File: config.mk
export PLATFORM = sky130hd
export DESIGN_NAME = maior_stream
export DESIGN_NICKNAME = d
export VERILOG_FILES = /design/src/rtl/maior_stream_pkg.sv /design/src/rtl/maior_stream_cmp.sv /design/src/rtl/maior_stream.sv
export SDC_FILE = /design/constraint.sdc
export NUM_CORES = 1
export LEC_CHECK = 0
export CAP_MARGIN = 20
export CORE_MARGIN = 3
export CORE_UTILIZATION = 46
export DETAILED_ROUTE_END_ITERATION = 8
export PLACE_DENSITY = 0.75
export SLEW_MARGIN = 10
export SYNTH_ARGS = -nofsm -noshare
export SYNTH_HDL_FRONTEND = slang
export SYNTH_SLANG_ARGS = --single-unit
File: constraint.sdc
create_clock -name clk -period 2 [get_ports clk]
set_input_delay 0.6 -clock clk [delete_from_list [all_inputs] [get_ports clk]]
set_output_delay 0.6 -clock clk [all_outputs]
set_load 0.01 [all_outputs]
File: src/rtl/maior_stream_pkg.sv
// maior_pkg: shared types and constants for the maior_stream sample max-finder.
//   state_t    : two-state controller encoding (ACCUM collects a block, HOLD presents its result)
//   DEF_WIDTH  : default sample width in bits
//   DEF_GROUP  : default number of samples per block
//   idx_width  : width of an in-block index, never narrower than one bit
package maior_pkg;

  typedef enum logic {
    ACCUM = 1'b0,
    HOLD  = 1'b1
  } state_t;

  localparam int DEF_WIDTH = 8;
  localparam int DEF_GROUP = 4;

  // A block of one sample still needs a one-bit index port.
  function automatic int idx_width(input int group);
    return (group <= 1) ? 1 : $clog2(group);
  endfunction

endpackage

File: src/rtl/maior_stream_cmp.sv
// cmp_maior: single combinational comparator used by maior_stream.
// Chooses between the current champion and a newly arrived sample. The new
// sample wins only on a strict comparison, so on ties the earlier index stays.
// Ports:
//   cur_val / cur_idx : running champion value and its in-block index
//   new_val / new_idx : incoming sample and its in-block index
//   win_val / win_idx : surviving champion
// Parameters:
//   WIDTH    : value width
//   IDXW     : index width
//   PICK_MIN : 0 tracks the maximum, 1 tracks the minimum
module cmp_maior
  import maior_pkg::*;
#(
  parameter int WIDTH    = DEF_WIDTH,
  parameter int IDXW     = idx_width(DEF_GROUP),
  parameter bit PICK_MIN = 1'b0
) (
  input  logic [WIDTH-1:0] cur_val,
  input  logic [IDXW-1:0]  cur_idx,
  input  logic [WIDTH-1:0] new_val,
  input  logic [IDXW-1:0]  new_idx,
  output logic [WIDTH-1:0] win_val,
  output logic [IDXW-1:0]  win_idx
);

  logic take_new;

  // Strict unsigned compare in the direction being tracked.
  always_comb begin
    if (PICK_MIN) take_new = (new_val < cur_val);
    else          take_new = (cur_val < new_val);
  end

  assign win_val = take_new ? new_val : cur_val;
  assign win_idx = take_new ? new_idx : cur_idx;

endmodule

File: src/rtl/maior_stream.sv
// maior_stream: sequential max-finder over blocks of GROUP unsigned samples.
// One comparator and a counter replace a parallel comparator tree. Each
// completed block produces a registered (max, index) result on a
// valid/ready output; while a result waits, input is accepted only when the
// same edge also drains the result (zero-bubble hand-over).
// Ports:
//   clk, rst             : clock, asynchronous active-high reset
//   in_valid/in_ready    : sample handshake, in_data is the sample
//   out_valid/out_ready  : result handshake
//   out_max / out_idx    : block maximum and its position 0..GROUP-1
//   out_min / out_min_idx: block minimum and position (only with MAIOR_STREAM_MIN_EN)
// Configuration macro: MAIOR_STREAM_MIN_EN adds parallel minimum tracking.
module maior_stream
  import maior_pkg::*;
#(
  parameter int WIDTH = DEF_WIDTH,
  parameter int GROUP = DEF_GROUP,
  parameter int IDXW  = idx_width(GROUP)
) (
  input  logic             clk,
  input  logic             rst,
  input  logic             in_valid,
  output logic             in_ready,
  input  logic [WIDTH-1:0] in_data,
  output logic             out_valid,
  input  logic             out_ready,
  output logic [WIDTH-1:0] out_max,
  output logic [IDXW-1:0]  out_idx
`ifdef MAIOR_STREAM_MIN_EN
  ,
  output logic [WIDTH-1:0] out_min,
  output logic [IDXW-1:0]  out_min_idx
`endif
);

  localparam logic [IDXW-1:0] LAST_IDX = IDXW'(GROUP - 1);

  state_t           state;
  logic [IDXW-1:0]  count;
  logic [WIDTH-1:0] run_max;
  logic [IDXW-1:0]  run_idx;
  logic [WIDTH-1:0] max_win_val;
  logic [IDXW-1:0]  max_win_idx;
  logic [WIDTH-1:0] cand_max;
  logic [IDXW-1:0]  cand_idx;
  logic             in_fire;
  logic             out_fire;
  logic             first;
  logic             last;

  // In HOLD the input is only open when the pending result leaves on the same edge.
  assign out_valid = (state == HOLD);
  assign in_ready  = (state == ACCUM) || out_ready;
  assign in_fire   = in_valid && in_ready;
  assign out_fire  = out_valid && out_ready;
  assign first     = (count == '0);
  assign last      = (count == LAST_IDX);

  cmp_maior #(
    .WIDTH    (WIDTH),
    .IDXW     (IDXW),
    .PICK_MIN (1'b0)
  ) u_cmp_max (
    .cur_val (run_max),
    .cur_idx (run_idx),
    .new_val (in_data),
    .new_idx (count),
    .win_val (max_win_val),
    .win_idx (max_win_idx)
  );

  // The first sample of a block ignores whatever the running registers hold.
  assign cand_max = first ? in_data : max_win_val;
  assign cand_idx = first ? '0      : max_win_idx;

  // Controller and max tracking. The last sample of a block goes straight
  // into the output registers, so the result appears one cycle after it.
  always_ff @(posedge clk or posedge rst) begin
    if (rst) begin
      state   <= ACCUM;
      count   <= '0;
      run_max <= '0;
      run_idx <= '0;
      out_max <= '0;
      out_idx <= '0;
    end else begin
      if (in_fire) begin
        if (last) begin
          out_max <= cand_max;
          out_idx <= cand_idx;
          count   <= '0;
          state   <= HOLD;
        end else begin
          run_max <= cand_max;
          run_idx <= cand_idx;
          count   <= count + IDXW'(1);
          state   <= ACCUM;
        end
      end else if (out_fire) begin
        state <= ACCUM;
      end
    end
  end

`ifdef MAIOR_STREAM_MIN_EN
  logic [WIDTH-1:0] run_min;
  logic [IDXW-1:0]  run_min_idx;
  logic [WIDTH-1:0] min_win_val;
  logic [IDXW-1:0]  min_win_idx;
  logic [WIDTH-1:0] cand_min;
  logic [IDXW-1:0]  cand_min_idx;

  cmp_maior #(
    .WIDTH    (WIDTH),
    .IDXW     (IDXW),
    .PICK_MIN (1'b1)
  ) u_cmp_min (
    .cur_val (run_min),
    .cur_idx (run_min_idx),
    .new_val (in_data),
    .new_idx (count),
    .win_val (min_win_val),
    .win_idx (min_win_idx)
  );

  assign cand_min     = first ? in_data : min_win_val;
  assign cand_min_idx = first ? '0      : min_win_idx;

  // Minimum tracking follows exactly the same load/hold timing as the maximum.
  always_ff @(posedge clk or posedge rst) begin
    if (rst) begin
      run_min     <= '0;
      run_min_idx <= '0;
      out_min     <= '0;
      out_min_idx <= '0;
    end else if (in_fire) begin
      if (last) begin
        out_min     <= cand_min;
        out_min_idx <= cand_min_idx;
      end else begin
        run_min     <= cand_min;
        run_min_idx <= cand_min_idx;
      end
    end
  end
`endif

endmodule
# Yosys cells after proc, flatten, opt, wreduce, memory -nomap -nowiden
# Index checks and enable logic that the tools add are counted.
# classes
bitwise,2
n_reduce_logical,7
magnitude_cmp,1
n_mux,8
addsub,1
n_eq_ne,1
# ops
cell,count
8-bit 2-to-1 mux,2
8-bit less-than comparator,1
2-bit 2-to-1 mux,3
2-bit AND reduction,2
1-bit 2-to-1 mux,3
2-bit by 1-bit adder with 2-bit output (second input constant),1
2-bit == test (second input constant),1
1-bit logical AND,2
2-bit zero test,1
1-bit NOT,2
2-bit nonzero test,1
1-bit logical OR,1
# totals
reg_bits,23

# Depth between registers and ports, before layout
# logic_depth
word_depth,4
mapped_depth,8
depth_no_buf,7

# Hierarchy
# From an unflattened synthesis, not the netlist that was laid out.
# hier_totals
hier_cells,103
area_unflattened_um2,1367.6
# by_module_without_submodules
module,n_inst,cells_each,area_per_inst_um2
maior_stream,1,69,1067.3
cmp_maior,1,34,300.3

# Least setup slack after synthesis
# OpenSTA, ideal clock, no wires.
# synth_path
path_kind,in2reg
from,input in_data[1]
to,register run_max[0]
path_buffers,1
cell_stages,7
arrival_time_ns,2.080
t_required_ns,1.875
path_slack_ns,-0.205
path_cell_list,inv_1 > ha_1 > a2111o_1 > a32oi_1 > buf_6 > nand2_8 > mux2_4
# synth_between
elab_chain_cells,3
# synth_lines
item,line_no,text
from (decl),maior_stream.sv:24,"input logic [WIDTH-1:0] in_data,"
8-bit less-than comparator,maior_stream_cmp.sv:32,else take_new = (cur_val < new_val);
8-bit 2-to-1 mux,maior_stream_cmp.sv:35,assign win_val = take_new ? new_val : cur_val;
8-bit 2-to-1 mux,maior_stream.sv:73,assign cand_max = first ? in_data : max_win_val;
to (signal assigned),maior_stream.sv:94,run_max <= cand_max;
to (decl),maior_stream.sv:40,logic [WIDTH-1:0] run_max;
# Every way passes these cells.
# A chain may end at the register's enable or synchronous reset.

# Worst setup path after layout
# layout_path
from,input in_data[1]
to,register out_max[0]
# layout_between
elab_chain_cells,3
# layout_lines
item,line_no,text
8-bit less-than comparator,maior_stream_cmp.sv:32,
8-bit 2-to-1 mux,maior_stream_cmp.sv:35,
8-bit 2-to-1 mux,maior_stream.sv:73,
to (signal assigned),maior_stream.sv:89,out_max <= cand_max;
to (decl),maior_stream.sv:27,"output logic [WIDTH-1:0] out_max,"
# Every way passes these cells.

==> out/results.ini <==
[clock_tree]
worst_skew_pair.late_latency_ns=0.31
tritoncts=done
tritoncts.num_buffers=3
clock_tree.htree_level_count=1
clock-sinks=23
root_buffer=sky130_fd_sc_hd__clkbuf_4
clockBufferDepth=2
cts.clk_slew.worst_paths_ns=0.12

[sta]
fmax_mhz=498.1
fin_crit_sh=1.004
setup_skew_after_layout_ns=0.002957
layout_setup_ws_ns=-0.007552
max_slew_headroom_at_the_worst_pin=0.5966
timing.final.hold_violations=0
worst_slew_pin_slew_ns=0.6050
fin_crit_ns=2.008
grt_setup_unrepaired=true
setup_violations=1
slew_limit_fails=0

[route]
post-route-drc-count=0
drt_pass1_iterations=3
highest_layer=met4
num_vias=970
viasPerCell=5.187
antenna_left=0
drt_iter0_markers=20
route.detailed.wl_per_inst_um=15.05
wirelength_um=2814
sum_of_routed_wire_segments_on_met1_um=1221
wl_met3_um=73
wl_met2_um=1491

[yosys]
async_flop_share=1.000
synth_enable_flop_cells=0
yosys_warnings=0
synth_commonest_cells=23 x sky130_fd_sc_hd__dfrtp_1, 13 x sky130_fd_sc_hd__inv_1, 10 x sky130_fd_sc_hd__a21oi_1, 10 x sky130_fd_sc_hd__mux2i_1, 10 x sky130_fd_sc_hd__nor2_1
dominantRegCellSynth=sky130_fd_sc_hd__dfrtp_1
postSynthAreaPerCell_um2=11.21
synth_top_cell_by_area=sky130_fd_sc_hd__dfrtp_1
synth_fp_nets=134
synth_area_leaders=sky130_fd_sc_hd__dfrtp_1 45%, sky130_fd_sc_hd__mux2_4 9.5%, sky130_fd_sc_hd__ha_1 8.9%, sky130_fd_sc_hd__mux2i_1 7.9%, sky130_fd_sc_hd__a21oi_1 4.0%
synth-seq-cells=23
seq_area_frac_synth=0.4545
synth_cell_types=27
synth.cell_area_um2=1266
yosysTopAreaCellShare=0.4545
syn-instance-count=113
yosysMostFrequentCell=sky130_fd_sc_hd__dfrtp_1

[placement]
dp_worst_setup_slack_ns=-0.8343
dp.final_hpwl_um=1899
port_buffers=23
place_area_um2=1670
post-place-cells=181
gp_routability_congestion=0.8012

[floorplan]
die-area_um2=3418
placeableCoreArea_um2=2545
die_span_in_x_um=58.47
die-height_um=58.47
ios=24
std_cell_rows=18
floorplan.initialDensity=0.4975

[setup_path]
category_of_the_worst_setup_path_capture_point=flop
cp_slowest_cell=sky130_fd_sc_hd__a2111o_1
critical_path_peak_fanout=5
crit_path_start_kind=primary input
arrival_ns=2.19
worst_path_most_repeated_cell=sky130_fd_sc_hd__buf_6
timing.setup.critical_path_class=in -> reg
sequence_of_cells_on_the_critical_path=buf_4 -> inv_8 -> ha_4 -> a2111o_1 -> a32oi_2 -> buf_6 -> buf_6 -> mux2i_1 -> a21oi_1
slowest_delay_ns=0.44
worst_path_dominant_cell_family=compound AO/OA/AOI/OAI gates
required_time_at_the_endpoint_of_the_critical_path_ns=2.19
cp.buffers_inverters=4

[final_layout]
count_of_filler_cells_inserted_in_the_layout=206
summed_area_of_non_filler_cells_in_the_final_layout_um2=1783
num-nets-final=179
antenna_diode_instance_count=0
finalNonFillerCells=187
post_route_cells_drive_above_1_share=0.3376
postLayoutCoreUtil=0.7006
syn_to_final_growth_pct=40.81

[power_and_ir_drop]
power_frac_clock=0.076
power.total_uw=2854
combinationalPowerShare=0.616
power_switching_share=0.3750
total_leakage_power_uw=0.0008769
p_seq_frac=0.308
net-switching-power_uw=1070
pwr_density_cell_nw_per_um2=1601
cell_internal_pwr_uw=1784
vdd.ir_drop.worst_mv=0.8877

[grt]
gr-total-overflow=0
groute.usage.overall=0.1790
grt_start_max_net_pins=24
grt_first_pass_wirelength_um=4581
initial_antenna_violation_count=0
first_global_vias=986

[job]
max_cap_violations=0

[min_path]
min_path_type=reg -> reg

[status]
run_status=finished, violations left
failing_checks=setup timing

## layout by cell type (no fill, tap or decap), types with 2 or more instances in the layout
cell type	instances
sky130_fd_sc_hd__a21oi_1	8
sky130_fd_sc_hd__a21oi_2	2
sky130_fd_sc_hd__buf_2	2
sky130_fd_sc_hd__buf_4	17
sky130_fd_sc_hd__buf_6	4
sky130_fd_sc_hd__clkbuf_4	3
sky130_fd_sc_hd__clkdlybuf4s50_1	14
sky130_fd_sc_hd__dfrtp_1	23
sky130_fd_sc_hd__dlygate4sd2_1	6
sky130_fd_sc_hd__ha_1	4
sky130_fd_sc_hd__ha_4	4
sky130_fd_sc_hd__inv_1	10
sky130_fd_sc_hd__inv_2	2
sky130_fd_sc_hd__mux2_2	2
sky130_fd_sc_hd__mux2_4	8
sky130_fd_sc_hd__mux2i_1	9
sky130_fd_sc_hd__nand2_1	6
sky130_fd_sc_hd__nand2b_1	3
sky130_fd_sc_hd__nor2_1	10
sky130_fd_sc_hd__o31ai_1	2
## flip-flops by register name, summed over array words and instances, names as in the netlist
name,flops
count,2
out_idx,2
out_valid,1
run_idx,2
out_max,8
run_max,8
## repair_timing
action / CTS / global route
cloned: 1 / 0
hold buffers: 0 / 0
endpoints found under the setup margin: 21 / 15
pin swaps: 5 / 2
gates resized for setup: 32 / 4
buffers inserted: 1 / 0
## through the flow
step           setup TNS (ns)  hold slack, ns
2_1_floorplan          -1.265          0.4625
3_3_place_gp           -14.91          0.4721
3_5_place_dp           -16.12          0.4739
4_1_cts                     0          0.5034
5_1_grt               -0.4855          0.5470
6_report            -0.007552          0.4938
## power by group through the flow
stage / sequential (uW) / combinational (uW) / clock (uW)
2_1_floorplan: 889 / 908 / 0
3_3_place_gp: 853 / 1500 / 0
3_5_place_dp: 866 / 1550 / 0
4_1_cts: 868 / 1720 / 228
5_1_grt: 915 / 1900 / 243
6_report: 880 / 1760 / 217
## layer usage
metal,track usage,vias to the layer above
met1,0.2184,472
met3,0.02851,4
li1,-,481
met5,0,-
met4,0.05960,0
met2,0.3190,13
## logic make-up (layout without fill, tap and decap cells)
family          Yosys count  in the layout  synth area share
compound gates           19             19           0.09782
flops                    23             23            0.4545
simple gates             24             25           0.09882
fa+ha+maj                 9              9           0.08893
mux                      21             21            0.2006
buf+inv                  17             60           0.05929
## worst reg2reg max path, cell delays in order (launching register included)
cell,delay [ns]
sky130_fd_sc_hd__dfrtp_1,0.43
sky130_fd_sc_hd__ha_4,0.22
sky130_fd_sc_hd__a2111o_1,0.44
sky130_fd_sc_hd__a32oi_2,0.23
sky130_fd_sc_hd__buf_6,0.18
sky130_fd_sc_hd__buf_6,0.10
sky130_fd_sc_hd__mux2i_1,0.20
sky130_fd_sc_hd__a21oi_1,0.08
## worst paths after layout
kind                                         from                endpoint  slack, ns  cells past startpoint
max in group asynchronous                     rst  run_idx[1]$_DFFE_PP0P_       1.15                      3
setup / recovery                       in_data[1]  out_max[0]$_DFFE_PP0P_     -0.008                      9
min in group asynchronous                     rst  run_max[1]$_DFFE_PP0P_       0.62                      3
setup reg to reg           run_max[1]$_DFFE_PP0P_  out_max[0]$_DFFE_PP0P_          0                      7
hold reg to reg            out_idx[1]$_DFFE_PP0P_  out_idx[1]$_DFFE_PP0P_       0.49                      2
hold / removal             out_idx[1]$_DFFE_PP0P_  out_idx[1]$_DFFE_PP0P_       0.49                      2
## layout make-up
class,instances,area [um^2],share of cell area
sequential,23,575.6,0.3228
multi-input combinational,74,711.9,0.3993
inverter,13,56.30,0.03158
clock buffer,4,26.28,0.01474
timing repair buffer,43,375.4,0.2105
tap,30,37.54,0.02105
No activity file was read; power rests on OpenSTA's default activity.
